===== src/rtl/fifo_wr_arb_pkg.sv =====
// Shared definitions for the round-robin FIFO write arbiter:
// state encoding and a width helper for deriving index/counter widths.
package fifo_wr_arb_pkg;

  typedef enum logic {
    IDLE  = 1'b0,
    BURST = 1'b1
  } state_e;

  function automatic int clog2(input int v);
    int r;
    r = 0;
    while ((1 << r) < v) r++;
    return r;
  endfunction

endpackage


===== src/rtl/fifo_wr_arb_rr_pick.sv =====
// Rotating priority encoder: first set bit of req at or after rr_ptr,
// scanning upward and wrapping from NUM_REQ-1 back to 0.
module rr_pick
  import fifo_wr_arb_pkg::*;
#(
  parameter int NUM_REQ = 4,
  parameter int REQ_BW  = clog2(NUM_REQ)
) (
  input  logic [NUM_REQ-1:0] req,
  input  logic [REQ_BW-1:0]  rr_ptr,
  output logic               found,
  output logic [REQ_BW-1:0]  sel
);

  int                idx;
  logic [REQ_BW-1:0] idx_r;

  always_comb begin
    found = 1'b0;
    sel   = '0;
    idx   = 0;
    idx_r = '0;
    for (int i = 0; i < NUM_REQ; i++) begin
      // Explicit wrap so non-power-of-two requester counts scan correctly.
      idx = int'(rr_ptr) + i;
      if (idx > NUM_REQ - 1) idx = idx - NUM_REQ;
      idx_r = REQ_BW'(idx);
      if (!found && req[idx_r]) begin
        found = 1'b1;
        sel   = idx_r;
      end
    end
  end

endmodule


===== src/rtl/fifo_wr_arb.sv =====
// Round-robin write arbiter sharing one FIFO write port among NUM_REQ
// producers, with bounded bursts per ownership and full backpressure.
module fifo_wr_arb
  import fifo_wr_arb_pkg::*;
#(
  parameter int NUM_REQ   = 4,
  parameter int REQ_BW    = clog2(NUM_REQ),
  parameter int DATA_BW   = 4,
  parameter int BURST_LEN = 4,
  parameter int CNT_BW    = (BURST_LEN > 1) ? clog2(BURST_LEN) : 1
) (
  input  logic                       clk,
  input  logic                       rst,
  input  logic [NUM_REQ-1:0]         req,
  input  logic [NUM_REQ*DATA_BW-1:0] req_data,
  input  logic                       full,
  output logic [NUM_REQ-1:0]         gnt,
  output logic                       wr_din,
  output logic [DATA_BW-1:0]         din,
  output logic [REQ_BW-1:0]          grant_id,
  output logic                       busy
);

  state_e              state_q, state_d;
  logic [REQ_BW-1:0]   owner_q, owner_d;
  logic [REQ_BW-1:0]   rr_ptr_q, rr_ptr_d;
  logic [CNT_BW-1:0]   cnt_q, cnt_d;

  logic                found;
  logic [REQ_BW-1:0]   sel;
  logic [REQ_BW-1:0]   sel_nxt;
  logic                hold;
  logic                arb_win;
  logic [CNT_BW:0]     cnt_inc;
  logic                burst_end;

  rr_pick #(
    .NUM_REQ (NUM_REQ),
    .REQ_BW  (REQ_BW)
  ) u_rr_pick (
    .req    (req),
    .rr_ptr (rr_ptr_q),
    .found  (found),
    .sel    (sel)
  );

  // The owner keeps the port only while still requesting; otherwise arbitration
  // runs in the same cycle starting just past the owner.
  assign hold      = (state_q == BURST) && req[owner_q];
  assign arb_win   = !full && !hold && found;
  assign cnt_inc   = {1'b0, cnt_q} + (CNT_BW+1)'(1);
  assign burst_end = (cnt_inc == (CNT_BW+1)'(BURST_LEN));
  assign sel_nxt   = (sel == REQ_BW'(NUM_REQ - 1)) ? '0 : sel + REQ_BW'(1);

  always_ff @(posedge clk) begin
    if (!rst) begin
      state_q  <= IDLE;
      owner_q  <= '0;
      rr_ptr_q <= '0;
      cnt_q    <= '0;
    end else begin
      state_q  <= state_d;
      owner_q  <= owner_d;
      rr_ptr_q <= rr_ptr_d;
      cnt_q    <= cnt_d;
    end
  end

  always_comb begin
    state_d  = state_q;
    owner_d  = owner_q;
    rr_ptr_d = rr_ptr_q;
    cnt_d    = cnt_q;
    if (full) begin
      if (state_q == BURST && !req[owner_q]) begin
        state_d = IDLE;
        cnt_d   = '0;
      end
    end else if (hold) begin
      if (burst_end) begin
        state_d = IDLE;
        cnt_d   = '0;
      end else begin
        cnt_d = cnt_inc[CNT_BW-1:0];
      end
    end else if (found) begin
      owner_d  = sel;
      rr_ptr_d = sel_nxt;
      if (BURST_LEN > 1) begin
        state_d = BURST;
        cnt_d   = CNT_BW'(1);
      end else begin
        state_d = IDLE;
        cnt_d   = '0;
      end
    end else begin
      state_d = IDLE;
      cnt_d   = '0;
    end
  end

  always_comb begin
    gnt      = '0;
    grant_id = owner_q;
    busy     = (state_q == BURST);
    din      = '0;
    if (!full && hold) begin
      gnt[owner_q] = 1'b1;
    end else if (arb_win) begin
      gnt[sel] = 1'b1;
      grant_id = sel;
    end
    // Outputs are forced quiet for the whole reset cycle, whatever the state.
    if (!rst) begin
      gnt      = '0;
      grant_id = '0;
      busy     = 1'b0;
    end
    wr_din = |gnt;
    for (int i = 0; i < NUM_REQ; i++) begin
      if (gnt[i]) din = req_data[i*DATA_BW +: DATA_BW];
    end
  end

endmodule


===== config.mk =====
export PLATFORM = sky130hd
export DESIGN_NAME = fifo_wr_arb
export DESIGN_NICKNAME = d
export VERILOG_FILES = /design/src/rtl/fifo_wr_arb_pkg.sv /design/src/rtl/fifo_wr_arb_rr_pick.sv /design/src/rtl/fifo_wr_arb.sv
export SDC_FILE = /design/constraint.sdc
export NUM_CORES = 1
export LEC_CHECK = 0
export ABC_AREA = 1
export CAP_MARGIN = 25
export CORE_MARGIN = 4
export CORE_UTILIZATION = 28
export CTS_CLUSTER_DIAMETER = 80
export DETAILED_ROUTE_END_ITERATION = 6
export MAX_ROUTING_LAYER = met4
export PLACE_DENSITY = 0.61
export SLEW_MARGIN = 20
export SYNTH_ARGS = -nofsm -noshare
export SYNTH_HDL_FRONTEND = slang
export SYNTH_SLANG_ARGS = --single-unit

===== constraint.sdc =====
create_clock -name clk -period 2.15 [get_ports clk]
set_input_delay 0.3225 -clock clk [delete_from_list [all_inputs] [get_ports clk]]
set_output_delay 0.3225 -clock clk [all_outputs]
set_load 0.05 [all_outputs]

==> Yosys cells after proc, flatten, opt, wreduce, memory -nomap -nowiden <==
Index checks and enable logic that the tools add are counted.
{ "op_classes": {"multipliers": 0, "div_mod_pow": 0, "shift": 0, "n_eq_ne": 4, "order_cmp": 12, "muxes": 48, "n_addsub": 9, "bitwise": 2, "reduce_logical": 19} }
{ "op_table": {"columns": ["op", "count"], "rows": [
  ["two-way mux 2 bit", 16],
  ["two-way mux 4 bit", 7],
  ["less-than comparator 2 x 3 -> 1 bit, second input constant", 6],
  ["two-way mux 1 bit", 18],
  ["binary-select mux 1 bit (select 2 bit)", 5],
  ["logical AND 1 bit", 10],
  ["> comparator 3 x 2 -> 1 bit, second input constant", 3],
  ["subtractor 2 x 1 -> 2 bit, second input constant", 4],
  ["adder 2 x 1 -> 3 bit, second input constant", 2],
  ["adder 2 x 2 -> 3 bit, second input constant", 2],
  ["zero test 1 bit", 6],
  ["demux 1 bit (select 2 bit)", 2],
  ["greater-or-equal comparator 2 x 1 -> 1 bit, second input constant", 2],
  ["OR reduction 4 bit", 1],
  ["equality test 3 bit, second input constant", 1],
  ["inequality test 3 x 2 -> 1 bit, second input constant", 1],
  ["AND reduction 3 bit", 1],
  ["adder 2 x 1 -> 2 bit, second input constant", 1],
  ["equality test 2 bit, second input constant", 1],
  ["> comparator 2 bit, second input constant", 1],
  ["inequality test 2 x 1 -> 1 bit, second input constant", 1],
  ["inverter 1 bit", 2],
  ["AND reduction 2 bit", 1]
]} }
{ "word_totals": {"memories": 0, "reg_bits": 7, "mem_bits_ro": 0, "inputBits": 23, "latch_bits": 0, "out_inout_bits": 12, "ramBits": 0} }

==> Longest topological paths before layout <==
{ "logic_depth": {"depth_word": 25, "mapped_depth": 20} }

==> Cells and area by module <==
A second synthesis with hierarchy kept.
{ "unflattened": {"cells_unflattened": 192, "hier_area_um2": 1187.4} }
{ "modules_own_cells": {"columns": ["mod", "n_inst", "area_each_um2", "cells_each", "seq_area_each_um2"], "rows": [
  ["fifo_wr_arb", 1, 868.3, 133, 140.1],
  ["rr_pick", 1, 319.1, 59, 0.0]
]} }

==> Worst setup path after synthesis <==
Ideal clock, no wire load.
{ "synth_timing": {"path_kind": "reg2out", "startpoint": "reg rr_ptr_q[0]", "endpoint": "out din[0]", "path_stages_with_launch": 18, "path_slack_ns": -0.675, "n_path_buf": 1, "t_required_ns": 1.827, "arrival_ns": 2.502, "cell_sequence": "dfxtp_1 buf_6 inv_4 nand2_2 nand3_1 o21a_1 nor2_1 nor2_1 xor2_1 nor2_1 inv_1 ha_1 nand3_2 a21oi_4 nand3_1 nand2_1 nand2_1 nand2_1"} }
{ "synth_between": {"elab_chain_len": 25, "word_cells_on_any_way": 50, "cone_classes": "add/sub: 7; order compare: 6; mux: 29; reduce/logical: 8"} }
{ "synth_lines": {"columns": ["item", "line", "source"], "rows": [
  ["from (decl)", "fifo_wr_arb.sv:26", "logic [REQ_BW-1:0] rr_ptr_q, rr_ptr_d;"],
  ["from (signal assigned)", "fifo_wr_arb.sv:64", "rr_ptr_q <= rr_ptr_d;"],
  ["branches (longest 13 deep; another with adder 2 x 1 -> 3 bit)", null, null],
  ["two-way mux 2 bit (*)", "fifo_wr_arb_rr_pick.sv:28", "if (!found && req[idx_r]) begin"],
  ["named net sel[0]", "fifo_wr_arb.sv:30", "logic [REQ_BW-1:0] sel;"],
  ["less-than comparator 2 x 3 -> 1 bit (not written as such) / greater-or-equal comparator 2 x 1 -> 1 bit (equally long branches)", "fifo_wr_arb.sv:110", "gnt[sel] = 1'b1;"],
  ["logical AND 1 bit (not written as such)", "fifo_wr_arb.sv:110", null],
  ["two-way mux 1 bit (not written as such)", "fifo_wr_arb.sv:110", null],
  ["demux 1 bit (select 2 bit) (*)", "fifo_wr_arb.sv:110", null],
  ["two-way mux 4 bit (*)", "fifo_wr_arb.sv:109", "end else if (arb_win) begin"],
  ["two-way mux 4 bit (*)", "fifo_wr_arb.sv:107", "if (!full && hold) begin"],
  ["two-way mux 4 bit (*)", "fifo_wr_arb.sv:114", "if (!rst) begin"],
  ["named net gnt[0]", "fifo_wr_arb.sv:17", "output logic [NUM_REQ-1:0] gnt,"],
  ["two-way mux 4 bit (*) (4 in series)", "fifo_wr_arb.sv:121", "if (gnt[i]) din = req_data[i*DATA_BW +: DATA_BW];"],
  ["to (decl)", "fifo_wr_arb.sv:19", "output logic [DATA_BW-1:0] din,"]
]} }
Mark *: on every way through the listed nets, which the timed path passes. The select of a mux whose other input is x is not followed.

==> Worst setup path after layout <==
{ "layout_timing": {"startpoint": "reg rr_ptr_q[0]", "endpoint": "out din[3]"} }
{ "layout_between": {"elab_chain_len": 25, "word_cells_on_any_way": 50, "cone_classes": "add/sub: 7; order compare: 6; mux: 29; reduce/logical: 8"} }
{ "layout_lines": {"columns": ["item", "line"], "rows": [
  ["branches (longest 18 deep; another with adder 2 x 1 -> 3 bit)", null],
  ["two-way mux 4 bit (*)", "fifo_wr_arb.sv:109"],
  ["two-way mux 4 bit (*)", "fifo_wr_arb.sv:107"],
  ["two-way mux 4 bit (*)", "fifo_wr_arb.sv:114"],
  ["two-way mux 4 bit (3 in series)", "fifo_wr_arb.sv:121"],
  ["two-way mux 4 bit (*)", "fifo_wr_arb.sv:121"]
]} }
Mark *: on every way between the ends. The select of a mux whose other input is x is not followed.

==> metrics.md <==
| Metric | Value |
|---|---|
| Via count | 1352 |
| Worst Setup Path Type | flip-flop to output pin |
| Hold Buf Count CTS | 0 |
| Cells after DPL | ~280 |
| Die Height | 68.98 µm |
| H-tree depth | 1 |
| Most used flip-flop cell after synthesis | dfxtp_1 |
| Gpl congestion | 0.8392 |
| Syn nets | between 200 and 250 |
| Clk Latency, worst-skew pair | 0.23 ns |
| Critical Path RT | 1.83 ns |
| Layout Cells excl Fill | 298 |
| Synth warnings | 0 |
| GR peak layer | met2 |
| Sequential share of the synthesized area | 13.46% |
| DRC violation total after the first TritonRoute iteration | between 50 and 60 |
| Fmax | roughly 340 MHz |
| DR WL/cell | approximately 13 µm |
| Fin. max-slew vios | 0 |
| Worst-path clk slew | 0.04 ns |
| CP delay by family, top | simple AND/OR/NAND/NOR gates |
| Nets | between 200 and 300 |
| Setup crit end kind | output pin |
| I/O pins | 35 |
| Area grow syn2layout | 129.6% |
| Die Wd | 68.98 µm |
| Vias per cell | 4.537 |
| Critical Path AT | 2.60 ns |
| Setup violations, final | 12 |
| Unique masters post-synth | 27 |
| 1st-pass router iterations | 4 |
| CTS max path bufs | 2 |
| Commonest non-fill, non-tap cell in the layout | buf_4 |
| Synth Register Bits | 7 |
| Global route total overflow | 0 |
| Synthesized instance count | 176 |
| Area occupied by multi-input gates | roughly 1200 µm² |
| Post-DP HPWL | around 2.5 mm |
| Failing checks | negative setup slack |
| Max IR drop VDD | 0.001087 V |
| Final min period | around 2.9 ns |
| Most frequent cells in the layout | 27 x buf_4, 25 x nand2_4, 25 x nand2_1 |
| Mapped Area | 1041 µm² |
| Sum of negative setup slack | -7.339 ns |
| Grt met3 use | ~1.6% |
| TritonCTS clock tree | yes |
| Global routing usage on met1 | 19.13% |
| GR Layer Usage met2 | 24.52% |
| Final Cycle Share | 136.1% |
| Clk root buf | clkbuf_8 |
| CP Max Fanout | 7 |
| Largest net degree at the start of global routing | 9 |
| CP most frequent cell | nand2_4 |
| # port buffers | 34 |
| Max_cap viols | 0 |
| Core area | 3468 µm² |
| Setup crit start kind | flip-flop |
| Drt drc | 0 |
| Share of cells above drive strength 1 | 61.90% |
| Status | finished with violations |
| Tot GR Track Use | ~15% |
| Pwr Density | between 1500 and 2000 nW/µm² |
| Drt total wl | 3.836 mm |
| CP Buf/Inv Count | 4 |
| Async set-reset flop share out of synthesis | 0% |
| Lkg Pwr | 1.073 nW |
| Final Hold Fails | 0 |
| Slowest CP cell | dfxtp_4 |
| Fill cell count | 268 |
| Min-delay worst type | flip-flop to flip-flop |
| Crit-path max cell delay | 0.36 ns |
| Slew @ Worst Pin | 0.3380 ns |
| Number of enable flip-flop cells after synthesis | 0 |
| Relative slew slack | between 70% and 80% |
| Core Rows | 21 |
| Initial antenna violation count | 0 |
| TritonCTS Sinks | 7 |
| Initial Utilization | 30.01% |
| Layout Skew | 0.001800 ns |
| CP Cell Sequence | buf_12 > inv_12 > nand2_4 > nand2_4 > nand2_4 > nand2_4 > nor2_4 > and2_1 > nand3_1 > nand2_2 > buf_6 > ha_4 > nand3_4 > a21oi_4 > nand3_1 > nand2_1 > nand2_2 > nand2_4 > buf_12 |
| Register area | ~150 µm² |
| Avg Cell Area, Syn | ~6 µm² |
| Die footprint | 4758 µm² |
| Vias in the first global route | 1242 |
| Routed Antenna Nets | 0 |
| Power, Total | 4.221 mW |
| Final WS setup | -0.7763 ns |
| RSZ-0062 raised after global routing | yes |
| First-pass GRT wire length | 5.354 mm |
| Clock buffer count from CTS | 3 |
| Antenna diode count | 0 |
[Yosys cell counts, types with 2 or more instances]
cell      count  share of area (%)
a211oi_1      2                1.4
a21oi_1       6                2.9
a21oi_4       2                3.1
clkinv_1      5                1.8
dfxtp_1       7                 13
ha_1          5                6.0
inv_1        22                7.9
inv_2         6                2.2
nand2_1      61                 22
nand2_2       6                3.6
nand2_4       4                4.3
nand3_1      13                6.2
nand3_2       4                3.8
nand3_4       2                3.4
nand3b_1      4                2.9
nand4_1       3                1.8
nor2_1        7                2.5
o21ai_0       4                1.9
o21ai_1       5                2.4
[routing by layer]
metal  share of wire, %  wire, µm
met1                 42      1630
met2                 52      2006
met3                2.9       111
met4                2.3        88
met5                  0         0
[cell type report]
class	count	area share, %
inverter	34	7.068
tap	46	2.408
clock buffer	4	1.885
sequential	7	6.178
multi-input combinational	134	48.74
timing repair buffer	73	33.72
[where the power goes]
group / leakage [nW] / switching (mW) / total, mW / internal [mW]
clock: 0.0228 / 0.0581 / 0.186 / 0.128
sequential: 0.0591 / 0.0738 / 0.257 / 0.183
combinational: 0.991 / 2.05 / 3.78 / 1.73
total: 1.07 / 2.18 / 4.22 / 2.04
[cell families after synthesis]
| family | Yosys count | share of synthesized area [%] |
|---|---|---|
| adders and majority gates | 5 | 6.010 |
| and+or+nand+nor | 107 | 52.89 |
| DFF | 7 | 13.46 |
| xor gates and xnor gates | 1 | 0.8415 |
| AOI/OAI and AO/OA | 21 | 13.22 |
| buffers and inverters | 35 | 13.58 |
[per-stage QoR]
stage / instance area [µm²] / utilization (%) / hold WS, ns / setup slack, ns
2_1_floorplan: 1116 / - / 0.4427 / -0.5720
3_3_place_gp: 1841 / 53.07 / 0.4548 / -0.8884
3_5_place_dp: 1841 / 53.07 / 0.4665 / -0.8887
4_1_cts: 2103 / 60.64 / 0.4739 / -0.7378
5_1_grt: 2390 / 68.90 / 0.5037 / -0.8996
6_report: 2390 / 68.90 / 0.4689 / -0.7763
[worst paths after layout]
path	start	endpoint	slack, ns	depth (start not counted)
hold / removal	cnt_q[1]	cnt_q[1]	0.47	2
hold reg to reg	cnt_q[1]	cnt_q[1]	0.47	2
setup / recovery	rr_ptr_q[0]	din[3]	-0.78	19
setup reg to reg	rr_ptr_q[0]	cnt_q[0]	-0.07	18
[flip-flops by register name, summed over array words and instances (netlist names)]
| name | flops |
|---|---|
| cnt_q | 2 |
| owner_q | 2 |
| rr_ptr_q | 2 |
| state_q | 1 |
[repair_timing]
action                                  4_1_cts  5_1_grt
cloned                                        1        0
pin swaps                                    31       49
buffers inserted                              9        5
gates resized for setup                      50       71
endpoints found under the setup margin       11       12
[worst register-to-register path: stages (launching register included)]
cell and delay (ns):
dfxtp_4 0.36, buf_12 0.13, inv_12 0.05, nand2_4 0.06, nand2_4 0.06, nand2_4 0.08, nand2_4 0.07, nor2_4 0.15
buf_6 0.12, nand3_4 0.06, buf_6 0.15, nand2_4 0.08, buf_6 0.13, clkinv_8 0.07, buf_4 0.13, buf_4 0.12
buf_4 0.12, a21oi_1 0.10, a21oi_1 0.07
Power figures use the tool's default switching activity.
==> patch 1, RTL diff (same flow settings) <==
`BURST_LEN`: 4 -> 8.
--- a/src/rtl/fifo_wr_arb.sv
+++ b/src/rtl/fifo_wr_arb.sv
@@ -6,7 +6,7 @@
   parameter int NUM_REQ   = 4,
   parameter int REQ_BW    = clog2(NUM_REQ),
   parameter int DATA_BW   = 4,
-  parameter int BURST_LEN = 4,
+  parameter int BURST_LEN = 8,
   parameter int CNT_BW    = (BURST_LEN > 1) ? clog2(BURST_LEN) : 1
 ) (
   input  logic                       clk,
Function: changed (Yosys sat finds a counterexample within 10 cycles, from zero or initial values and one cycle with rst low).
==> patch 1 against the unedited design <==
- the flow still finishes with violations (setup timing)
- cell area down 1.4%
- wire length down 5.6%
- area after synthesis up 4.1%
- worst setup slack better by 0.0053 ns
- sequential cell count up 1
- final cell count up 6.4%
- power down 6.7%
- fmax up 0.18%
- critical path type unchanged
- highest routed layer unchanged
==> patch 1: results (changes against the unedited design) <==
The flow ran to the end, but the final reports show violations. The final reports fail on setup timing. The slew at the pin with the worst max-slew slack works out to 0.342 ns (+0.00423 ns).

The met2 wirelength from detailed routing was 1.84 mm (-8.2%); the met2 capacity usage during global routing was 26.7% (+2.1 points). The maximum net fanout on the critical path came out at 5 (-2). The synthesized netlist net count was 213 (+4.4%). For the maximum root-to-sink buffer count, the log shows 2 (unchanged). In this run the critical register-to-register path is captured at rr_ptr_q[1]. For the half-perimeter wire length of the detailed placement result, the log shows 2.55 mm (+3.5%). The topmost layer with routed signal wires is met4.

For the routed length on met3, the log shows 148 um (+33%). The routed length per placed instance was 11.4 um (-11%); the length in cells of the worst reg-to-reg path was 13 (-5). The count of endpoints failing setup in the final report is 11 (-1), and the via density per instance is 4.48 (-1.3%).

For the number of antenna repair diodes, the log shows 0 (unchanged). The placed cell area came out at 1970 sq um (+7.1%). The global-route track usage on met3 is 1.87% (+0.25 points). The sequential area share after synthesis came out at 14.8% (+1.3 points). The number of library cell types mapped by synthesis was 26 (-3.7%); the routed length on met1 was 1.60 mm (-2.1%).

The run gives 0.813 (-3.1%) as the routability congestion estimate. The wire length of the first global-routing pass is 6.08 mm (+14%). Kind of cell adding the most delay to the critical path: buffers and inverters. The run gives 300 (+5.6%) as the number of placed cells counting well taps. The register with the most flip-flops in the layout has 3 of them.

The logs give 2.60 ns (about the same) for the data arrival time at the worst-slack endpoint and 18.1% (-1.0 points) for the met1 track demand over resource. The logs give 185 (+5.1%) for the synthesized instance count and 25 (-54%) for the number of violations reported at the end of detailed-routing iteration 0. For the largest vdd supply drop, the log shows 0.833 mV (-23%).

The run gives 1.18 nW (+10%) as the leakage power figure. The run gives -0.771 ns (+0.00530 ns) as the final worst-path setup slack. The number of warnings printed during yosys synthesis was 0 (unchanged); the number of global-route vias before repair was 1388 (+12%).

The overall track demand over capacity in global routing was 15.1% (+0.23 points); the fraction of final layout cells sized beyond drive strength 1 was 55.4% (-6.5 points). The end point of the critical path was din[0]. The run gives 0.07 ns (+0.14 ns) as the worst setup slack for register-to-register paths.

The run gives 9 (unchanged) as the largest net degree at the start of global routing. The count of buffers inserted at the top-level ports came out at 34 (unchanged). For the worst slack at placement, the log shows -0.973 ns (-0.0839 ns).

The largest registers in the layout are cnt_q (3), owner_q (2), rr_ptr_q (2). The share of async-settable or async-resettable flops after synthesis works out to 0% (unchanged). In the post-synthesis netlist, the biggest area contributors are sky130_fd_sc_hd__nand2_1 20%, sky130_fd_sc_hd__dfxtp_1 15%, sky130_fd_sc_hd__inv_1 10%.

The tools report the largest clock skew in the final design as 0.00573 ns (+0.00393 ns). The run gives 317 (+6.4%) as the final standard cell count with taps included and fillers excluded. Counting instances in the post-synthesis netlist gives the leading cell types as 59 x sky130_fd_sc_hd__nand2_1, 30 x sky130_fd_sc_hd__inv_1, 13 x sky130_fd_sc_hd__nand3_1, 12 x sky130_fd_sc_hd__nand2_2, 10 x sky130_fd_sc_hd__nor2_1.

The clock slew at the register clock pins of the worst setup and hold paths came out at 0.04 ns (about the same).
## patch 1: power by group
part	switching (mW)	internal (mW)
clock network	0.0597	0.121
registers	0.0639	0.199
logic	1.83	1.67
## patch 1: area by class of cell
cell class,instances,area (sq um)
Inverter,36,163
Clock buffer,3,41.3
Sequential cell,8,168
Fill cell,324,1330
Tap cell,48,60.1
Multi-Input combinational cell,141,1070
Timing Repair Buffer,81,851
## patch 1: how the worst min path moves through the flow
stage | start | endpoint | slack (ns) | cells after the start
after floorplan | cnt_q[2] | cnt_q[2] | 0.45 | 2
after global placement | cnt_q[2] | cnt_q[2] | 0.46 | 2
after detailed placement | cnt_q[2] | cnt_q[2] | 0.47 | 2
after CTS | cnt_q[2] | cnt_q[2] | 0.48 | 2
after global routing | cnt_q[2] | cnt_q[2] | 0.50 | 2
final | cnt_q[2] | cnt_q[2] | 0.47 | 2
## patch 1: cells by family (layout without fill, tap and decap cells)
logic type | Yosys count | in the layout | synth area share, %
adders and majority gates | 5 | 5 | 5.77
AOI/OAI and AO/OA | 25 | 25 | 13.3
xor gates and xnor gates | 1 | 1 | 0.808
DFF | 8 | 8 | 14.8
buffers and inverters | 37 | 120 | 13.6
and+or+nand+nor | 109 | 110 | 51.7
## patch 1: what timing repair did
action / in CTS / in global routing
cloned: 1 / 0
endpoints found under the setup margin: 12 / 12
resized for setup: 59 / 18
pin swaps: 38 / 26
endpoints found under the hold margin: 0 / 0
setup buffers: 11 / 6
## patch 1: per-stage QoR
stage / total power, mW / TNS, ns
floorplan: 1.84 / -3.40
global placement: 2.98 / -8.88
detailed placement: 3.00 / -9.24
CTS: 3.68 / -6.42
global route: 4.18 / -8.50
finish: 3.94 / -7.12
==> patch 2, RTL diff (config.mk and constraints unchanged) <==
Made on the original files. Reset style: asynchronous (`rst`), changed in one clocked block.
--- a/src/rtl/fifo_wr_arb.sv
+++ b/src/rtl/fifo_wr_arb.sv
@@ -52,7 +52,7 @@
   assign burst_end = (cnt_inc == (CNT_BW+1)'(BURST_LEN));
   assign sel_nxt   = (sel == REQ_BW'(NUM_REQ - 1)) ? '0 : sel + REQ_BW'(1);
 
-  always_ff @(posedge clk) begin
+  always_ff @(posedge clk or negedge rst) begin
     if (!rst) begin
       state_q  <= IDLE;
       owner_q  <= '0;
Formal check against the unedited RTL: same outputs for any inputs over 10 cycles, from zero or initial values and one cycle with rst low; that may be too few to reach the edited logic, so the function may still have changed.
==> patch 2 against the unedited design <==
- the run still ends with setup timing left
- wire length decreased by 6.9%
- cell area fell by 1.4%
- via count grew 1.0%
- area after synthesis grew 6.4%
- global-route usage shrank 1.3 points
- critical path depth fell by 2
- sequential cell count stayed put
- synthesized cell count down 4.0%
- worst setup slack got worse by 0.072 ns
- clock skew down 0.0014 ns
- highest routed layer unchanged
Power is left out: the tool's default activity adds up to more than one toggle a clock period on the data nets, which glitch-free logic cannot reach.
==> patch 2: results (changes against the unedited design) <==
For the highest attainable clock frequency, the log shows 0.333 GHz (-2.4%). The count of vias placed by the detailed router came out at 1366 (+1.0%). The share of async-settable or async-resettable flops after synthesis was 100% (+100 points); the worst slack at placement was -0.887 ns (+0.00184 ns). Yosys attributes the largest share of cell area to sky130_fd_sc_hd__nand2_1 18%, sky130_fd_sc_hd__dfrtp_1 16%, sky130_fd_sc_hd__nand2_2 8.5%. Worst setup slack for register-to-register paths: -0.16 ns (-0.09 ns). In this run the worst hold path is classified as in -> async. For the final worst-path setup slack, the log shows -0.849 ns (-0.0722 ns).

The largest clock skew in the final design was 0.000383 ns (-0.00142 ns); the number of violations reported at the end of detailed-routing iteration 0 was 13 (-76%). The setup TNS after final layout is -8.12 ns (-0.785 ns). For the post-layout net count, the log shows 286 (+1.8%).

The number of setup buffers added after CTS came out at 13 (+4). The routed length per placed instance is 11.7 um (-9.0%), and the overall track demand over capacity in global routing is 13.6% (-1.3 points). The final reports fail on setup timing.

Counting instances in the post-synthesis netlist gives the leading cell types as 52 x sky130_fd_sc_hd__nand2_1, 18 x sky130_fd_sc_hd__inv_1, 15 x sky130_fd_sc_hd__nand2_2, 13 x sky130_fd_sc_hd__nand3_1, 8 x sky130_fd_sc_hd__clkinv_1. The critical path startpoint is rr_ptr_q[0]. In this run the worst setup path terminates at din[0]. The run gives 32 (-36%) as the post-cts gate resize count. The final standard cell count with taps included and fillers excluded is 305 (+2.3%). The flow ran to the end, but the final reports show violations. The fraction of final layout cells sized beyond drive strength 1 works out to 63.0% (+1.1 points). The largest net degree at the start of global routing is 10 (+1), and the placed cell area is 1900 sq um (+3.1%). For this run, the leading register cell type out of synthesis is sky130_fd_sc_hd__dfrtp_1. The count of endpoints failing setup in the final report is 13 (+1), and the wire length of the first global-routing pass is 5.47 mm (+2.2%).

The sequential area share after synthesis came out at 15.8% (+2.4 points). The run gives 2.68 ns (+0.08 ns) as the data arrival time at the worst-slack endpoint. The half-perimeter wire length of the detailed placement result is 2.58 mm (+4.7%). The slowest library cell on the worst path was sky130_fd_sc_hd__dfrtp_2. The synthesized netlist net count came out at 197 (-3.4%).

Maximum net fanout on the critical path: 6 (-1).
patch 2: cell count changes after synthesis, moves of 2 or more:
cell,before,now
sky130_fd_sc_hd__nand2_4,4,7
sky130_fd_sc_hd__dfxtp_1,7,0
sky130_fd_sc_hd__a211oi_1,2,0
sky130_fd_sc_hd__nand2_2,6,15
sky130_fd_sc_hd__inv_1,22,18
sky130_fd_sc_hd__o21ai_1,5,2
sky130_fd_sc_hd__nor2_1,7,5
sky130_fd_sc_hd__nand2_1,61,52
sky130_fd_sc_hd__a21oi_1,6,0
sky130_fd_sc_hd__clkinv_1,5,8
sky130_fd_sc_hd__dfrtp_1,0,7
patch 2: metal layers:
metal / part of all wire [%] / track usage (%) / up-vias
li1: - / - / 705
met1: 42 / 15.5 / 636
met2: 55 / 24.6 / 23
met3: 2.0 / 1.85 / 2
met4: 0.20 / 3.97 / 0
met5: 0 / - / -
patch 2: cell type report:
class                           instances  area (sq um)
Fill cell                             320          1390
Tap cell                               48          60.1
Clock buffer                            4          45.0
Multi-Input combinational cell        128          1050
Sequential cell                         7           178
Timing Repair Buffer                   84           881
Inverter                               34           148
patch 2: kinds of logic (layout without fill, tap and decap cells):
logic type / Yosys count / count (layout) / synth area share, %
and+or+nand+nor: 108 / 108 / 54.8
adders and majority gates: 5 / 5 / 5.65
xor gates and xnor gates: 1 / 1 / 0.791
buffers and inverters: 34 / 122 / 12.0
DFF: 7 / 7 / 15.8
AOI/OAI and AO/OA: 14 / 14 / 11.0
patch 2: worst reg2reg max path: cells and delay by family, from the launching register on:
family | cells | cell delay (ns)
simple gates | 8 | 0.56
compound gates | 1 | 0.06
flops | 1 | 0.46
buf+inv | 9 | 1.13
